**src/rtl/ram_rd_control.sv**
```systemverilog
// ram_rd_control: streams NUM_ELEM 16-bit RAM words as 32-bit packed beats; define RD_CHECKSUM_EN for a trailing checksum beat
module ram_rd_control #(
  parameter logic [3:0] BASE_ADDR = 4'd0,
  parameter int         NUM_ELEM  = 9
) (
  input  logic        clk,
  input  logic        rst,
  input  logic        start,
  output logic        ram_rd_en,
  output logic [3:0]  ram_rd_addr,
  input  logic [15:0] ram_rd_data,
  output logic        out_sop,
  output logic        out_eop,
  output logic        out_vld,
  output logic [31:0] out_data,
  input  logic        out_rdy,
  output logic        busy,
  output logic        done
);
  localparam int NB = (NUM_ELEM + 1) / 2;
  localparam logic [2:0] LAST = 3'(NB - 1);
`ifdef RD_CHECKSUM_EN
  localparam bit CSUM = 1'b1;
`else
  localparam bit CSUM = 1'b0;
`endif
  typedef enum logic [2:0] {
    IDLE, RD_LO, RD_HI, CAP, SEND
`ifdef RD_CHECKSUM_EN
    , SUM
`endif
  } state_t;
  state_t      r_state;
  logic [2:0]  r_beat;
  logic [15:0] r_lo;
  logic        r_rd_en, r_sop, r_eop, r_vld, r_busy, r_done;
  logic [3:0]  r_addr;
  logic [31:0] r_data;
`ifdef RD_CHECKSUM_EN
  logic [19:0] r_sum;
`endif
  logic [3:0]  w_lo_addr, w_nxt_addr;
  logic [15:0] w_hi_data;
  logic        w_hi_ok, w_last;
  assign w_lo_addr  = BASE_ADDR + {r_beat, 1'b0};
  assign w_nxt_addr = BASE_ADDR + {r_beat + 3'd1, 1'b0};
  assign w_hi_ok    = 2 * int'(r_beat) + 1 < NUM_ELEM;
  assign w_last     = r_beat == LAST;
  assign w_hi_data  = w_hi_ok ? ram_rd_data : 16'h0000;
  assign ram_rd_en   = r_rd_en;
  assign ram_rd_addr = r_addr;
  assign out_sop     = r_sop;
  assign out_eop     = r_eop;
  assign out_vld     = r_vld;
  assign out_data    = r_data;
  assign busy        = r_busy;
  assign done        = r_done;
  // Beat sequencer: even read, odd read, capture, then hold the packed beat until accepted
  always_ff @(posedge clk or posedge rst) begin
    if (rst) begin
      r_state <= IDLE;
      r_beat  <= '0;
      r_lo    <= '0;
      r_rd_en <= 1'b0;
      r_addr  <= '0;
      r_sop   <= 1'b0;
      r_eop   <= 1'b0;
      r_vld   <= 1'b0;
      r_data  <= '0;
      r_busy  <= 1'b0;
      r_done  <= 1'b0;
`ifdef RD_CHECKSUM_EN
      r_sum   <= '0;
`endif
    end else begin
      r_done <= 1'b0;
      case (r_state)
        IDLE: if (start) begin
          r_state <= RD_LO;
          r_busy  <= 1'b1;
          r_beat  <= '0;
          r_rd_en <= 1'b1;
          r_addr  <= BASE_ADDR;
`ifdef RD_CHECKSUM_EN
          r_sum   <= '0;
`endif
        end
        RD_LO: begin
          r_state <= RD_HI;
          r_rd_en <= w_hi_ok;
          r_addr  <= w_hi_ok ? w_lo_addr + 4'd1 : 4'd0;
        end
        RD_HI: begin
          r_state <= CAP;
          r_rd_en <= 1'b0;
          r_addr  <= '0;
          r_lo    <= ram_rd_data;
`ifdef RD_CHECKSUM_EN
          r_sum   <= r_sum + 20'(ram_rd_data);
`endif
        end
        CAP: begin
          r_state <= SEND;
          r_vld   <= 1'b1;
          r_data  <= {w_hi_data, r_lo};
          r_sop   <= r_beat == 3'd0;
          r_eop   <= w_last && !CSUM;
`ifdef RD_CHECKSUM_EN
          r_sum   <= r_sum + 20'(w_hi_data);
`endif
        end
        SEND: if (out_rdy) begin
          r_vld  <= 1'b0;
          r_data <= '0;
          r_sop  <= 1'b0;
          r_eop  <= 1'b0;
          if (!w_last) begin
            r_state <= RD_LO;
            r_beat  <= r_beat + 3'd1;
            r_rd_en <= 1'b1;
            r_addr  <= w_nxt_addr;
          end else begin
`ifdef RD_CHECKSUM_EN
            r_state <= SUM;
            r_vld   <= 1'b1;
            r_data  <= 32'(r_sum);
            r_eop   <= 1'b1;
`else
            r_state <= IDLE;
            r_busy  <= 1'b0;
            r_done  <= 1'b1;
`endif
          end
        end
`ifdef RD_CHECKSUM_EN
        SUM: if (out_rdy) begin
          r_state <= IDLE;
          r_vld   <= 1'b0;
          r_data  <= '0;
          r_eop   <= 1'b0;
          r_busy  <= 1'b0;
          r_done  <= 1'b1;
        end
`endif
        default: r_state <= IDLE;
      endcase
    end
  end
endmodule

```
**config.mk**
```make
export PLATFORM = sky130hd
export DESIGN_NAME = ram_rd_control
export DESIGN_NICKNAME = d
export VERILOG_FILES = /design/src/rtl/ram_rd_control.sv
export SDC_FILE = /design/constraint.sdc
export NUM_CORES = 1
export LEC_CHECK = 0
export ABC_AREA = 1
export BUFFER_PORTS_ARGS = -buffer_cell sky130_fd_sc_hd__buf_2
export CAP_MARGIN = 15
export CORE_MARGIN = 4
export CORE_UTILIZATION = 53
export CTS_CLUSTER_DIAMETER = 60
export DETAILED_ROUTE_END_ITERATION = 12
export PLACE_DENSITY = 0.9
export SKIP_LAST_GASP = 1
export SYNTH_ARGS = -nofsm -noshare
export SYNTH_HDL_FRONTEND = slang
export SYNTH_SLANG_ARGS = --single-unit
```
**constraint.sdc**
```tcl
create_clock -name clk -period 3 [get_ports clk]
set_clock_uncertainty 0.1 [all_clocks]
set_input_delay 0.6 -clock clk [delete_from_list [all_inputs] [get_ports clk]]
set_output_delay 0.6 -clock clk [all_outputs]
set_load 0.005 [all_outputs]
```
## Word level (Yosys, flattened, before mapping)

Cells that the tools add are included.

| word-level totals | value |
|---|---|
| bits in registers | 64 |
| word-level logic and storage cells | 64 |
| output and inout port bits | 42 |

| operators by class | value |
|---|---|
| reductions and logical operators | 10 |
| equal/unequal tests | 9 |
| magnitude comparators | 1 |
| multiplexer cells | 30 |
| add/sub/neg operators | 3 |

Operators with widths:

| kind | number |
|---|---|
| 32-bit one-hot mux with 2 select lines | 1 |
| 32-bit two-way mux | 1 |
| 16-bit two-way mux | 1 |
| 4-bit two-way mux | 4 |
| 4-bit one-hot mux with 4 select lines | 1 |
| 3-bit two-way mux | 5 |
| 3-bit one-hot mux with 5 select lines | 1 |
| 4-bit AND reduction | 3 |
| 1-bit two-way mux | 10 |
| 2-bit != test (second input constant) | 4 |
| 1-bit one-hot mux with 2 select lines | 4 |
| 3-bit by 2-bit == test with 1-bit output (second input constant) | 2 |
| 3-bit == test (second input constant) | 2 |
| 3-bit logical NOT | 2 |
| 3-bit one-hot mux with 2 select lines | 1 |
| 4-bit by 1-bit adder with 5-bit output (second input constant) | 1 |
| 5-bit by 4-bit < comparator with 1-bit output (second input constant) | 1 |
| 4-bit by 1-bit adder with 4-bit output (second input constant) | 1 |
| 1-bit one-hot mux with 4 select lines | 1 |
| 2-bit AND reduction | 2 |
| 2-bit nonzero test | 2 |
| 4-bit nonzero test | 1 |
| 3-bit by 1-bit adder with 3-bit output (second input constant) | 1 |
| 3-bit by 1-bit == test with 1-bit output (second input constant) | 1 |

## Logic depth before layout (Yosys ltp)

| logic depth | value |
|---|---|
| depth after elaboration | 4 |
| mapped depth | 7 |
| depth with buffers taken out | 7 |

## Worst setup path before layout

No wires, ideal clock.

| timing | value |
|---|---|
| kind | reg-to-reg |
| start point | reg r_beat[0] |
| end point | reg r_beat[2] |
| cell stages (with the launch flop) | 8 |
| slack | 1.614 ns |
| data required time | 2.769 ns |
| period minus slack after synthesis | 1.386 ns |
| library setup time | 0.131 ns |
| data arrival time | 1.154 ns |
| buffers on the path | 0 |
| path through | dfrtp_1 inv_1 ha_1 nand2_1 o21ai_0 nor2_1 nand2_1 o21ai_0 |

| between the ends | value |
|---|---|
| longest elaborated chain between the ends | 4 |

Ends and longest elaborated chain:

| item | RTL line | text |
|---|---|---|
| from (decl) | 34 | `logic [2:0] r_beat;` |
| from (signal assigned) | 119 | `r_beat <= r_beat + 3'd1;` |
| 3-bit by 1-bit adder with 3-bit output | 119 |  |
| 3-bit two-way mux | 117 | `if (!w_last) begin` |
| 3-bit two-way mux | 112 | `SEND: if (out_rdy) begin` |
| 3-bit one-hot mux with 2 select lines | 77 | `case (r_state)` |

Parallel ways exist; a longest one is shown, timed or not. The select of a mux whose other input is x is not followed.
A chain may end at the register's enable or synchronous reset.

## Worst setup path in the final report

| timing | value |
|---|---|
| start point | reg r_state[1] |
| end point | reg r_addr[3], in the netlist ram_rd_addr[3] |

| between the ends | value |
|---|---|
| longest elaborated chain between the ends | 3 |

Ends and longest elaborated chain:

| item | RTL line | text |
|---|---|---|
| from (decl) | 33 | `state_t r_state;` |
| from (signal assigned) | 61 | `r_state <= IDLE;` |
| from (signal assigned) | 79 | `r_state <= RD_LO;` |
| from (signal assigned) | 89 | `r_state <= RD_HI;` |
| 3-bit == test, or another cell as far along | 77 |  |
| 4-bit nonzero test (no line) or 2-bit != test (tied branches) | n/a |  |
| 4-bit AND reduction (no line) | n/a |  |
| to (signal assigned) | 91 | `r_addr <= w_hi_ok ? w_lo_addr + 4'd1 : 4'd0;` |
| to (signal assigned) | 121 | `r_addr <= w_nxt_addr;` |
| to (decl) | 37 | `logic [3:0] r_addr;` |

Parallel ways exist; a longest one is shown, timed or not.

==> impl_metrics.yaml <==
timing:
  rsz0062_at_grt: "no"
  fin_setup_tns_ns: 0
  drv_slew: 0
  holdWs_ns: 0.243
  setup_violations: 0
  fin_ws_ns: 1.12
  fin_crit_sh_pct: 62.6
  tightestPinTransition_ns: 0.618
  fmax_mhz: 532
  relSlewSlack_pct: 58.7
  fin_crit_ns: 1.88
  finalHoldViolCount: 0
logic_synthesis:
  synth_top_family_by_area: "simple AND/OR/NAND/NOR gates"
  yosysWarnings: 0
  synth.cell_area_sq_um: 2610
  synthAdderAreaFrac_pct: 0.958
  synth_mux_area_share_pct: 0.431
  synth_ff_type: "dfrtp_1"
  ys_seq_area_share_pct: 61.3
  synth-simple-area-share_pct: 13.4
  postSynthCellCount: 279
  syn_nets: 301
  synth-compound-area-share_pct: 12.6
  synth_xor_area_share_pct: 0.335
  async_reset_ff_share_pct: 100
  ys_seq_elements: 64
  synth_edf_count: 0
  syn_area_per_cell_sq_um: 9.36
  synthDistinctLibCells: 20
worst_setup_path:
  cp_top_family: "simple AND/OR/NAND/NOR gates"
  cpMostUsedCell: "nand2_1"
  cp.arrival_ns: 2.00
  cp.required_ns: 3.12
  cp_max_fo: 17
  critical-path-max-stage-delay_ns: 0.63
  reg2reg_depth: 5
  path_buf_inv: 0
  end_kind: "flip-flop"
  worstReg2RegEnd: "ram_rd_addr[3]"
  path_class: "reg -> reg"
  worstPathCellList: "nand2_1 > nand3_1 > nand3_1 > nand2_1 > nand2_1"
  reg2reg_slack_ns: 1.12
  slowest_stage: "dfrtp_1"
  setup.worst_path.start_class: "flip-flop"
  timing.rr.start: "r_state[1]"
detailed_routing:
  drt_drc_violations_left: 0
  ant_nets: 0
  routed_via_density: 5.00
  dr.pass1.iters: 4
  routed_wl_microns: 5490
  drt_iter0_markers: 141
  vias: 2089
  wl_per_cell_microns: 13.1
clocking:
  insertion_delay_ns: 0.33
  cts_buffers: 9
  ctsResizeCount: 0
  cts.clk_slew.worst_paths_ns: 0.07
  postCtsSetupBuffers: 0
  htreeDepth: 3
  cts_sinks: 64
  cts_tree: "yes"
  ctsHoldBuffers: 0
  cts_buffer_depth: 2
  clockRootBuffer: "clkbuf_8"
die:
  die_w_microns: 78.2
  core_sq_um: 4750
  rows: 25
  top_level_ports: 62
  dieArea_sq_um: 6110
  die_y_microns: 78.2
  start_util_pct: 54.9
grt:
  grt_pass1_vias: 2042
  grtUsageTotal_pct: 19.9
  overflow: 0
  grt_pass1_wl_microns: 9380
  grt_max_degree: 37
  antenna_found_initial: 0
pwr:
  power.leakage_nw: 1.73
  ir_drop_uv: 512
  power.density_nw_per_um2: 1080
cells_and_area:
  num-fill-cells: 390
  final_core_util_pct: 67.2
  areaGrowthSynthToFinish_pct: 22.4
  final_cells: 418
  layout.nets: 368
  drive_gt1_share_pct: 24.8
  final_cell_mix: "64 x dfrtp_1, 61 x inv_1, 61 x buf_2"
  final_common_cell: "dfrtp_1"
  diodes: 0
placed_design:
  port-buffer-count: 61
  routabilityCongestion: 0.813
  dp_hpwl_microns: 3940
  pre_cts_slack_ns: 1.14
  dp_cells: 402
run_status:
  status: "finished, final reports clean"
flow_run:
  maxCapViolCount: 0
hold_path:
  hold_path_class: "in -> async"
## worst register-to-register path: stages (launching register included)
cell	delay (ns)
dfrtp_1	0.63
nand2_1	0.44
nand3_1	0.24
nand3_1	0.20
nand2_1	0.10
nand2_1	0.06
## power breakdown
group | switching, mW | internal (mW)
registers | 0.215 | 1.24
logic | 0.751 | 0.506
clock network | 0.306 | 0.427
total | 1.27 | 2.18
## synth_stat cells (2+ instances only)
| library cell | count | area share [%] |
|---|---|---|
| clkbuf_1 | 2 | 0.29 |
| nand3_1 | 22 | 4.2 |
| o22ai_1 | 18 | 4.3 |
| ha_1 | 2 | 0.96 |
| a21oi_1 | 10 | 1.9 |
| nor2_1 | 16 | 2.3 |
| nand2_1 | 36 | 5.2 |
| dfrtp_1 | 64 | 61 |
| buf_2 | 6 | 1.2 |
| buf_4 | 2 | 0.57 |
| o21ai_0 | 30 | 5.7 |
| nor2_4 | 2 | 0.86 |
| inv_1 | 62 | 8.9 |
## flip-flops by register name, indices dropped and copies added (netlist names)
| signal | flops |
|---|---|
| out_data | 32 |
| r_lo | 16 |
| ram_rd_addr | 4 |
| r_beat | 3 |
| r_state | 3 |
| busy | 1 |
| done | 1 |
| out_eop | 1 |
| out_sop | 1 |
| out_vld | 1 |
| ram_rd_en | 1 |
## cell type report
| type | instances | area, sq um | share of cell area (%) |
|---|---|---|---|
| timing repair buffer | 66 | 355 | 11.1 |
| clock inverter | 3 | 40.0 | 1.25 |
| sequential | 64 | 1600 | 50.1 |
| multi-input combinational | 143 | 724 | 22.7 |
| clock buffer | 13 | 159 | 4.97 |
| inverter | 62 | 233 | 7.28 |
| tap | 67 | 83.8 | 2.62 |
## cells by family (layout without fill, tap and decap cells)
| kind of cell | count (synthesis) | in the layout |
|---|---|---|
| multiplexers | 1 | 1 |
| XOR/XNOR | 1 | 1 |
| flip-flops | 64 | 64 |
| adder cells (fa/ha/maj) | 2 | 2 |
| buffers and inverters | 72 | 144 |
| AND/OR/NAND/NOR | 79 | 79 |
| AO/OA/AOI/OAI | 60 | 60 |
## worst max path at each step
stage / from / to / cells after the start / slack [ns]
2_1_floorplan: rst / busy / 1 / 0.70
3_3_place_gp: r_state[1] / ram_rd_en / 5 / 1.22
3_5_place_dp: r_state[1] / ram_rd_addr[1] / 5 / 1.14
4_1_cts: r_state[1] / ram_rd_addr[1] / 5 / 1.12
5_1_grt: r_state[1] / ram_rd_addr[3] / 5 / 0.87
6_report: r_state[1] / ram_rd_addr[3] / 5 / 1.12
## stage by stage
step | area [sq um] | power, mW
after floorplan | 2610 | 2.27
after global placement | 3000 | 2.67
after detailed placement | 3000 | 2.73
after CTS | 3200 | 3.47
after global routing | 3200 | 3.74
final | 3200 | 3.45
## routing by layer
layer,vias to the layer above,wire length (microns),global-route usage [%]
li1,1019,-,-
met1,983,2330,24.8
met2,77,2690,32.4
met3,10,350,4.82
met4,0,118,10.3
met5,-,0,0
(Power assumes the default switching activity.)
